[src/rtl/csi2_pkg.sv]
// rtl/csi2_pkg.sv - CSI-2 transmit shared types, data types, ECC and CRC helpers
package csi2_pkg;

    localparam logic [5:0] DT_FS    = 6'h00;
    localparam logic [5:0] DT_FE    = 6'h01;
    localparam logic [5:0] DT_RAW10 = 6'h2B;

    typedef enum logic [2:0] {
        ST_IDLE,
        ST_SP,
        ST_LP_HDR,
        ST_LP_PAY,
        ST_LP_CRC,
        ST_GAP
    } state_t;

    // Hamming parity over {data_hi, data_lo, DI}; the two top bits are always zero.
    function automatic logic [7:0] ecc24(input logic [23:0] d);
        logic [5:0] p;
        p[0] = d[0] ^ d[1] ^ d[2] ^ d[4] ^ d[5] ^ d[7] ^ d[10] ^ d[11] ^ d[13] ^ d[16]
             ^ d[20] ^ d[21] ^ d[22] ^ d[23];
        p[1] = d[0] ^ d[1] ^ d[3] ^ d[4] ^ d[6] ^ d[8] ^ d[10] ^ d[12] ^ d[14] ^ d[17]
             ^ d[20] ^ d[21] ^ d[22] ^ d[23];
        p[2] = d[0] ^ d[2] ^ d[3] ^ d[5] ^ d[6] ^ d[9] ^ d[11] ^ d[12] ^ d[15] ^ d[18]
             ^ d[20] ^ d[21] ^ d[22];
        p[3] = d[1] ^ d[2] ^ d[3] ^ d[7] ^ d[8] ^ d[9] ^ d[13] ^ d[14] ^ d[15] ^ d[19]
             ^ d[20] ^ d[21] ^ d[23];
        p[4] = d[4] ^ d[5] ^ d[6] ^ d[7] ^ d[8] ^ d[9] ^ d[16] ^ d[17] ^ d[18] ^ d[19]
             ^ d[20] ^ d[22] ^ d[23];
        p[5] = d[10] ^ d[11] ^ d[12] ^ d[13] ^ d[14] ^ d[15] ^ d[16] ^ d[17] ^ d[18] ^ d[19]
             ^ d[21] ^ d[22] ^ d[23];
        return {2'b00, p};
    endfunction

    // One payload byte through the reflected x^16+x^12+x^5+1 CRC, LSB first.
    function automatic logic [15:0] crc16_step(input logic [15:0] crc, input logic [7:0] data);
        logic [15:0] c;
        c = crc;
        for (int i = 0; i < 8; i++) begin
            if (c[0] ^ data[i]) c = (c >> 1) ^ 16'h8408;
            else                c = c >> 1;
        end
        return c;
    endfunction

endpackage

[src/rtl/csi2_raw10_packer.sv]
// rtl/csi2_raw10_packer.sv - RAW10 4-pixel to 5-byte packer, valid/ready on both sides
module csi2_raw10_packer (
    input  logic       display_clk,
    input  logic       reset_n_byte,
    input  logic       pix_valid,
    output logic       pix_ready,
    input  logic [9:0] pix_data,
    output logic       byte_valid,
    input  logic       byte_ready,
    output logic [7:0] byte_data
);

    logic [1:0] idx;
    logic [7:0] lsb;
    logic       lsb_due;
    logic       drain;

    // The output register is free when empty or being taken this cycle; the
    // low-bit byte of a group always goes out before the next group starts.
    assign drain     = !byte_valid || byte_ready;
    assign pix_ready = drain && !lsb_due;

    // Emit each pixel's MSBs immediately, collect LSBs, then emit the LSB byte.
    always_ff @(posedge display_clk or negedge reset_n_byte) begin
        if (!reset_n_byte) begin
            idx        <= 2'd0;
            lsb        <= 8'h00;
            lsb_due    <= 1'b0;
            byte_valid <= 1'b0;
            byte_data  <= 8'h00;
        end else begin
            if (byte_valid && byte_ready) byte_valid <= 1'b0;
            if (lsb_due && drain) begin
                byte_data  <= lsb;
                byte_valid <= 1'b1;
                lsb_due    <= 1'b0;
            end else if (pix_valid && pix_ready) begin
                byte_data               <= pix_data[9:2];
                byte_valid              <= 1'b1;
                lsb[{idx, 1'b0} +: 2]   <= pix_data[1:0];
                idx                     <= idx + 2'd1;
                if (idx == 2'd3) lsb_due <= 1'b1;
            end
        end
    end

endmodule

[src/rtl/csi2_packet_tx.sv]
// rtl/csi2_packet_tx.sv - CSI-2 packet encoder: FS/FE short packets and RAW10 line packets
module csi2_packet_tx
    import csi2_pkg::*;
#(
    parameter int LINE_PIXELS  = 256,
    parameter int VC           = 0,
    parameter int FRAME_NUM_EN = 1,
    parameter int LP_GAP       = 8
) (
    input  logic       display_clk,
    input  logic       reset_n_byte,
    input  logic       fs_req,
    input  logic       fe_req,
    input  logic       pix_valid,
    output logic       pix_ready,
    input  logic [9:0] pix_data,
    output logic       byte_valid,
    input  logic       byte_ready,
    output logic [7:0] byte_data,
    output logic       hs_req,
    output logic       busy
);

    localparam logic [15:0] WC       = 16'(LINE_PIXELS * 5 / 4);
    localparam logic [15:0] NPIX     = 16'(LINE_PIXELS);
    localparam logic [15:0] GAP_LAST = 16'(LP_GAP - 1);
    localparam logic [1:0]  VC_BITS  = 2'(VC);

    state_t      state;
    logic [15:0] cnt;
    logic [15:0] pix_cnt;
    logic [15:0] gap_cnt;
    logic [15:0] frame_num;
    logic [15:0] frame_next;
    logic [15:0] crc;
    logic [23:0] hdr;
    logic [7:0]  hdr_byte;
    logic        pend_fs;
    logic        pend_fe;
    logic        in_pay;
    logic        pix_left;
    logic        accept;
    logic        clr_fs;
    logic        clr_fe;
    logic        pk_in_valid;
    logic        pk_in_ready;
    logic        pk_out_valid;
    logic        pk_out_ready;
    logic [7:0]  pk_out_data;

    assign in_pay       = (state == ST_LP_PAY);
    assign pix_left     = (pix_cnt != NPIX);
    assign pk_in_valid  = pix_valid && in_pay && pix_left;
    assign pix_ready    = pk_in_ready && in_pay && pix_left;
    assign pk_out_ready = byte_ready && in_pay;
    assign byte_valid   = (state == ST_SP) || (state == ST_LP_HDR) || (state == ST_LP_CRC)
                        || (in_pay && pk_out_valid);
    assign accept       = byte_valid && byte_ready;
    assign busy         = ((state != ST_IDLE) && (state != ST_GAP)) || pend_fs || pend_fe;
    assign frame_next   = (frame_num == 16'hFFFF) ? 16'h0001 : frame_num + 16'h0001;
    assign clr_fs       = accept && (state == ST_SP) && (cnt == 16'd0) && (hdr[5:0] == DT_FS);
    assign clr_fe       = accept && (state == ST_SP) && (cnt == 16'd0) && (hdr[5:0] == DT_FE);

    csi2_raw10_packer u_packer (
        .display_clk  (display_clk),
        .reset_n_byte (reset_n_byte),
        .pix_valid    (pk_in_valid),
        .pix_ready    (pk_in_ready),
        .pix_data     (pix_data),
        .byte_valid   (pk_out_valid),
        .byte_ready   (pk_out_ready),
        .byte_data    (pk_out_data)
    );

    // Header byte selected by position: DI, data/WC low, data/WC high, ECC.
    always_comb begin
        hdr_byte = 8'h00;
        case (cnt[1:0])
            2'd0:    hdr_byte = hdr[7:0];
            2'd1:    hdr_byte = hdr[15:8];
            2'd2:    hdr_byte = hdr[23:16];
            default: hdr_byte = ecc24(hdr);
        endcase
    end

    // Output byte source follows the packet section currently being sent.
    always_comb begin
        byte_data = 8'h00;
        case (state)
            ST_SP, ST_LP_HDR: byte_data = hdr_byte;
            ST_LP_PAY:        byte_data = pk_out_data;
            ST_LP_CRC:        byte_data = cnt[0] ? crc[15:8] : crc[7:0];
            default:          byte_data = 8'h00;
        endcase
    end

    // Sticky frame requests; a new pulse wins over the clear of an older one.
    always_ff @(posedge display_clk or negedge reset_n_byte) begin
        if (!reset_n_byte) begin
            pend_fs <= 1'b0;
            pend_fe <= 1'b0;
        end else begin
            pend_fs <= fs_req | (pend_fs & ~clr_fs);
            pend_fe <= fe_req | (pend_fe & ~clr_fe);
        end
    end

    // Packet sequencer: selection, byte counting, CRC, frame number and gap timing.
    always_ff @(posedge display_clk or negedge reset_n_byte) begin
        if (!reset_n_byte) begin
            state     <= ST_IDLE;
            cnt       <= 16'd0;
            pix_cnt   <= 16'd0;
            gap_cnt   <= 16'd0;
            frame_num <= 16'd0;
            crc       <= 16'hFFFF;
            hdr       <= 24'd0;
            hs_req    <= 1'b0;
        end else begin
            case (state)
                ST_IDLE: begin
                    cnt <= 16'd0;
                    if (pend_fe) begin
                        state  <= ST_SP;
                        hs_req <= 1'b1;
                        hdr    <= {(FRAME_NUM_EN != 0) ? frame_num : 16'h0000, VC_BITS, DT_FE};
                    end else if (pend_fs) begin
                        state     <= ST_SP;
                        hs_req    <= 1'b1;
                        frame_num <= frame_next;
                        hdr       <= {(FRAME_NUM_EN != 0) ? frame_next : 16'h0000, VC_BITS, DT_FS};
                    end else if (pix_valid) begin
                        state   <= ST_LP_HDR;
                        hs_req  <= 1'b1;
                        crc     <= 16'hFFFF;
                        pix_cnt <= 16'd0;
                        hdr     <= {WC, VC_BITS, DT_RAW10};
                    end
                end
                ST_SP, ST_LP_HDR: begin
                    if (accept) begin
                        if (cnt == 16'd3) begin
                            cnt <= 16'd0;
                            if (state == ST_SP) begin
                                state   <= ST_GAP;
                                hs_req  <= 1'b0;
                                gap_cnt <= 16'd0;
                            end else begin
                                state <= ST_LP_PAY;
                            end
                        end else begin
                            cnt <= cnt + 16'd1;
                        end
                    end
                end
                ST_LP_PAY: begin
                    if (pk_in_valid && pk_in_ready) pix_cnt <= pix_cnt + 16'd1;
                    if (accept) begin
                        crc <= crc16_step(crc, pk_out_data);
                        if (cnt == WC - 16'd1) begin
                            cnt   <= 16'd0;
                            state <= ST_LP_CRC;
                        end else begin
                            cnt <= cnt + 16'd1;
                        end
                    end
                end
                ST_LP_CRC: begin
                    if (accept) begin
                        if (cnt == 16'd1) begin
                            cnt     <= 16'd0;
                            state   <= ST_GAP;
                            hs_req  <= 1'b0;
                            gap_cnt <= 16'd0;
                        end else begin
                            cnt <= cnt + 16'd1;
                        end
                    end
                end
                ST_GAP: begin
                    if (gap_cnt == GAP_LAST) state <= ST_IDLE;
                    else                     gap_cnt <= gap_cnt + 16'd1;
                end
                default: state <= ST_IDLE;
            endcase
        end
    end

endmodule
[config.mk]
export PLATFORM = sky130hd
export DESIGN_NAME = csi2_packet_tx
export DESIGN_NICKNAME = d
export VERILOG_FILES = /design/src/rtl/csi2_pkg.sv /design/src/rtl/csi2_raw10_packer.sv /design/src/rtl/csi2_packet_tx.sv
export SDC_FILE = /design/constraint.sdc
export NUM_CORES = 1
export LEC_CHECK = 0
export CELL_PAD_IN_SITES_DETAIL_PLACEMENT = 1
export CELL_PAD_IN_SITES_GLOBAL_PLACEMENT = 2
export CORE_ASPECT_RATIO = 1.4
export CORE_MARGIN = 4
export CORE_UTILIZATION = 24
export CTS_BUF_LIST = sky130_fd_sc_hd__clkbuf_8
export DETAILED_ROUTE_END_ITERATION = 8
export GPL_TIMING_DRIVEN = 0
export MAX_ROUTING_LAYER = met4
export PLACE_DENSITY_LB_ADDON = 0.05
export RECOVER_POWER = 50
export SLEW_MARGIN = 20
export SYNTH_ARGS = -nofsm -noshare
export SYNTH_HDL_FRONTEND = slang
export SYNTH_SLANG_ARGS = --single-unit
[constraint.sdc]
create_clock -name display_clk -period 3.04 [get_ports display_clk]
set_clock_uncertainty 0.15 [all_clocks]
set_input_delay 0.304 -clock display_clk [delete_from_list [all_inputs] [get_ports display_clk]]
set_output_delay 0.304 -clock display_clk [all_outputs]
set_load 0.02 [all_outputs]
* Word-level counts from Yosys, hierarchy flattened *
Index checks and enable logic that the tools add are counted.
W data, S select, Z words.

storage, ports and cells
  word-level logic and storage cells = 281
  register bits after elaboration = 130
  output and inout bits = 12
  bits of input ports = 16

cells by class
  shift-type cells = 2
  add/sub/neg operators = 6
  equality and inequality tests = 30
  mux-type cells = 83
  reductions and logical operators = 48
  bitwise logic cells = 97

operator list
  kind                     count
  $mux W16                 43
  $xor A1 B1 Y1            81
  $mux W24                 3
  $add A16 B1 Y16 const B  4
  $pmux W16 S2             2
  $pmux W16 S4             1
  $pmux W16 S3             1
  $pmux W8 S3              2
  $mux W3                  11
  $mux W8                  3
  $not A2 Y3               8
  $ne A2 B2 Y1 const B     9
  $eq A16 B1 Y1 const B    1
  $eq A16 B16 Y1 const B   1
  $eq A16 B2 Y1 const B    1
  $eq A16 B3 Y1 const B    1
  $eq A16 B9 Y1 const B    1
  $logic_and A1 B1 Y1      16
  $logic_not A16 Y1        1
  $ne A16 B9 Y1 const B    1
  $pmux W3 S5              1
  $reduce_bool A3 Y1       5
  $mux W1                  14
  $reduce_and A7 Y1        2
  31 further kinds         53

* Longest topological paths before layout *
  depth after elaboration = 35
  depth in mapped cells = 9
  mapped depth without buffers = 8

* Modules after synthesis *
Synthesis repeated with hierarchy kept, for this count alone.

unflattened totals
  cell total of the unflattened synthesis = 820
  area total of the unflattened synthesis = 7576.0 um2

modules (own cells, without submodules)
  module             area an instance (um2)  sequential area each (um2)  times used  cells each
  csi2_packet_tx     6397.4                  2622.5                      1           709
  csi2_raw10_packer  1178.6                  500.5                       1           111

* Least setup slack after synthesis *
Ideal clock, no wire load.

  kind = register to output
  start = register hdr[5] (netlist name)
  end = output byte_data[1]
  data arrival time = 1898 ps
  stages on the path, launching flop included = 8
  path buffers = 0
  data required time = 2586 ps
  setup slack = 688 ps
  cell sequence = dfrtp_1 inv_1 ha_1 xnor2_1 xnor2_1 xnor3_1 a221oi_1 a221o_1

RTL lines
  item           line                  source
  end, declared  csi2_packet_tx.sv:19  output logic [7:0] byte_data,

==> results.yml <==
run_status:
  status: "complete, but fails checks"
  violations: "max-capacitance violations, max-slew violations"
synth:
  ys_ff_latch: 124
  synth.distinct_cells: 74
  syn_avg_cell_area_um2: 9.508
  synth_seq_area_share_pct: 41.63
  synth_edf_count: 0
  synth_largest_area_cell: "dfrtp_1"
  synth_nets: 821
  synth-main-ff-cell: "dfrtp_1"
  ys_warn_count: 0
  synth_top_area_share_pct: 36.02
  syn_area_um2: 7502
  ys_async_sr_fraction_pct: 100.0
  synth_area_leaders: "dfrtp_1, xnor2_1, dfstp_2, nand2_1, nor2_1"
  synthCells: 789
timing:
  fin_crit_ns: 2.942
  finalSetupViolations: 0
  worst_pin_slew_ns: 2.055
  rsz0062_at_grt: "true"
  fmax_mhz: 339.9
  fin_crit_sh_pct: 96.78
  fin_tns_setup_ns: 0
  final.setup.worst_slack_ns: 0.09800
  slew_headroom_pct: -36.98
  drv_slew: 37
  hold_viol: 0
job:
  maxCapViolCount: 1
die:
  fp.dieW_um: 157.4
  num_io_pins: 28
  die_area_um2: 34190
  fp.coreArea_um2: 30810
  initial_core_util_pct: 24.35
  die_h_um: 217.2
  rows: 76
power:
  power_density_nw_per_um2: 740.4
  swShare_pct: 40.12
  leakagePower_nw: 3.740
  peakVddDrop_mv: 0.2541
  netSwitchingPower_w: 0.002665
  finalPower_w: 0.006643
  pwr-share-comb_pct: 42.9
  p_int_w: 0.003978
  p_clk_share_pct: 24.5
  p_seq_share_pct: 32.6
global_route:
  grt_max_degree: 89
  grt_pass1_wl_mm: 41.65
  antenna_found_initial: 0
  grt_overflow: 0
  grt_pass1_vias: 6851
  track_usage_pct: 16.52
layout:
  stdcell_count: 1243
  layout.nets: 872
  area_delta_synth_final_pct: 19.60
  nFillCells: 3585
  final_cell_mix: "dfrtp_1, nand2_1, nor2_1"
  multiInputGateArea_um2: 4289
  seq_area_um2: 3131
  diodes: 0
  final_common_cell: "dfrtp_1"
  drive_gt1_share_pct: 18.05
placed_design:
  io_buffer_count: 26
  pre_cts_slack_ns: -0.3516
  dp_cells: 1206
  place.gp.congestion: 0.8029
  hpwl_mm: 19.63
setup_path:
  r2r_cells: 7
  reg2reg_from: "frame_num[0]"
  worst-setup-path-type: "reg2out"
  path_buf_inv: 3
  r2r_end: "hdr[17]"
  cp_slowest_stage_delay_ns: 0.44
  cp_max_fo: 2
  slowest_stage: "dfrtp_2"
  reg2reg_slack_ns: 0.24
  arrival_ns: 2.49
  crit_path_end_kind: "output port"
  path_cells: "inv_2 > ha_4 > xnor2_4 > buf_6 > xnor2_4 > xnor3_1 > a221oi_2 > a221o_1 > buf_6"
  critPathLaunchType: "register"
  crit_family: "XOR/XNOR gates"
  worstPathRequired_ns: 2.59
worst_hold_path:
  hold_class: "in2reg"
  hold_path_end: "pend_fe"
  hold-path-cell-count: 2
  min_from: "fe_req"
drt:
  vias: 6218
  wirelength_mm: 26.41
  final_antenna_net_count: 0
  drc: 0
  vias_per_cell: 5.002
  first_pass_iters: 4
  wl_per_cell_um: 21.25
  drt_iter0_markers: 196
clock_tree:
  clk_pin_slew_ns: 0.08
  cts_buffers: 17
  ctsLongestPathBuffers: 2
  clock_latency_ns: 0.49
  cts.htree.levels: 4
  cts_tree: "yes"
  root_buffer: "clkbuf_8"
  cts.sinks: 124
## cell families after synthesis
kind of cell	Yosys count	share of synthesized area [%]
xor gates and xnor gates	91	10.81
AOI/OAI and AO/OA	193	17.53
and+or+nand+nor	280	19.81
buffers and inverters	60	3.886
muxes	24	3.536
DFF	124	41.63
adders and majority gates	17	2.802
## through the flow
step	cell area [µm²]	utilization, %	hold WS (ns)
4_1_cts	8902	28.89	0.1157
5_1_grt	8972	29.12	0.2500
3_3_place_gp	8250	26.78	0.3285
6_report	8972	29.12	0.2631
3_5_place_dp	8283	26.88	0.06796
2_1_floorplan	7502	-	-0.1416
## worst max-delay path by stage
stage | cells past startpoint | to | startpoint
3_5_place_dp | 9 | byte_data[2] | hdr[5]
3_3_place_gp | 1 | u_packer.lsb[2] | reset_n_byte
5_1_grt | 9 | byte_data[1] | hdr[5]
6_report | 9 | byte_data[1] | hdr[5]
2_1_floorplan | 7 | byte_data[1] | hdr[5]
4_1_cts | 9 | byte_data[1] | hdr[5]
## power groups by stage
stage | clock network [W] | logic (W) | registers, W
after floorplan | 0 | 0.00178 | 0.00208
after global placement | 0 | 0.00252 | 0.00219
after detailed placement | 0 | 0.00257 | 0.00219
after CTS | 0.00170 | 0.00281 | 0.00217
after global routing | 0.00176 | 0.00314 | 0.00220
final | 0.00163 | 0.00285 | 0.00216
## state kept, by name, summed over array words and instances, names as in the netlist
name	cells
u_packer.byte_valid	1
u_packer.lsb	8
hs_req	1
state	3
pix_cnt	16
frame_num	16
crc	16
cnt	16
hdr	18
u_packer.lsb_due	1
gap_cnt	16
u_packer.idx	2
pend_fs	1
u_packer.byte_data	8
pend_fe	1
## final cells by class
class	instances	area share (%)
plain buffers	38	2.426
repair buffers	34	3.932
flip-flops and latches	124	34.89
multi-input cells	605	47.80
clock inverters	12	1.604
well taps	390	5.439
inverters	20	0.8367
clock buffers	20	3.068
## synth_stat cells, types with 4 or more instances
library cell  count
dfrtp_1         108
nor4b_1           5
o21a_1            6
o31ai_1           4
a221oi_1          8
a21oi_1          35
nand4_1          12
nor2_1           62
xor2_1           19
a221o_1          10
o21ai_1           4
nor4bb_1          5
nand2_1          65
ha_1             16
nand3_1          20
buf_2            10
a31oi_1          13
o21ai_0          44
mux2i_1           4
nor3b_1           6
dfstp_2          16
or3_1             5
inv_1            20
a22oi_1           9
a22o_1           14
nor4_1            9
and2_1            6
nor3_1           33
and3_1           21
a21o_1           18
mux2_2           20
xnor2_1          71
clkbuf_1         22
and4_1            4
## routing by layer
metal	track usage, %	up-vias	routed length, µm	part of all wire (%)
li1	-	2965	-	-
met1	18.12	3163	10770	41
met2	30.31	63	14690	56
met3	2.566	27	474	1.8
met4	5.194	0	473	1.8
met5	-	-	0	0
## repair_timing
action                                  4_1_cts  5_1_grt
gates cloned                                  0        0
endpoints found under the setup margin       10       12
pin swaps                                     8       10
hold buffers                                  1        0
endpoints found under the hold margin       108        0
setup buffers                                 5        1
gates resized for setup                      58       18
No activity file was read; power rests on OpenSTA's default activity.
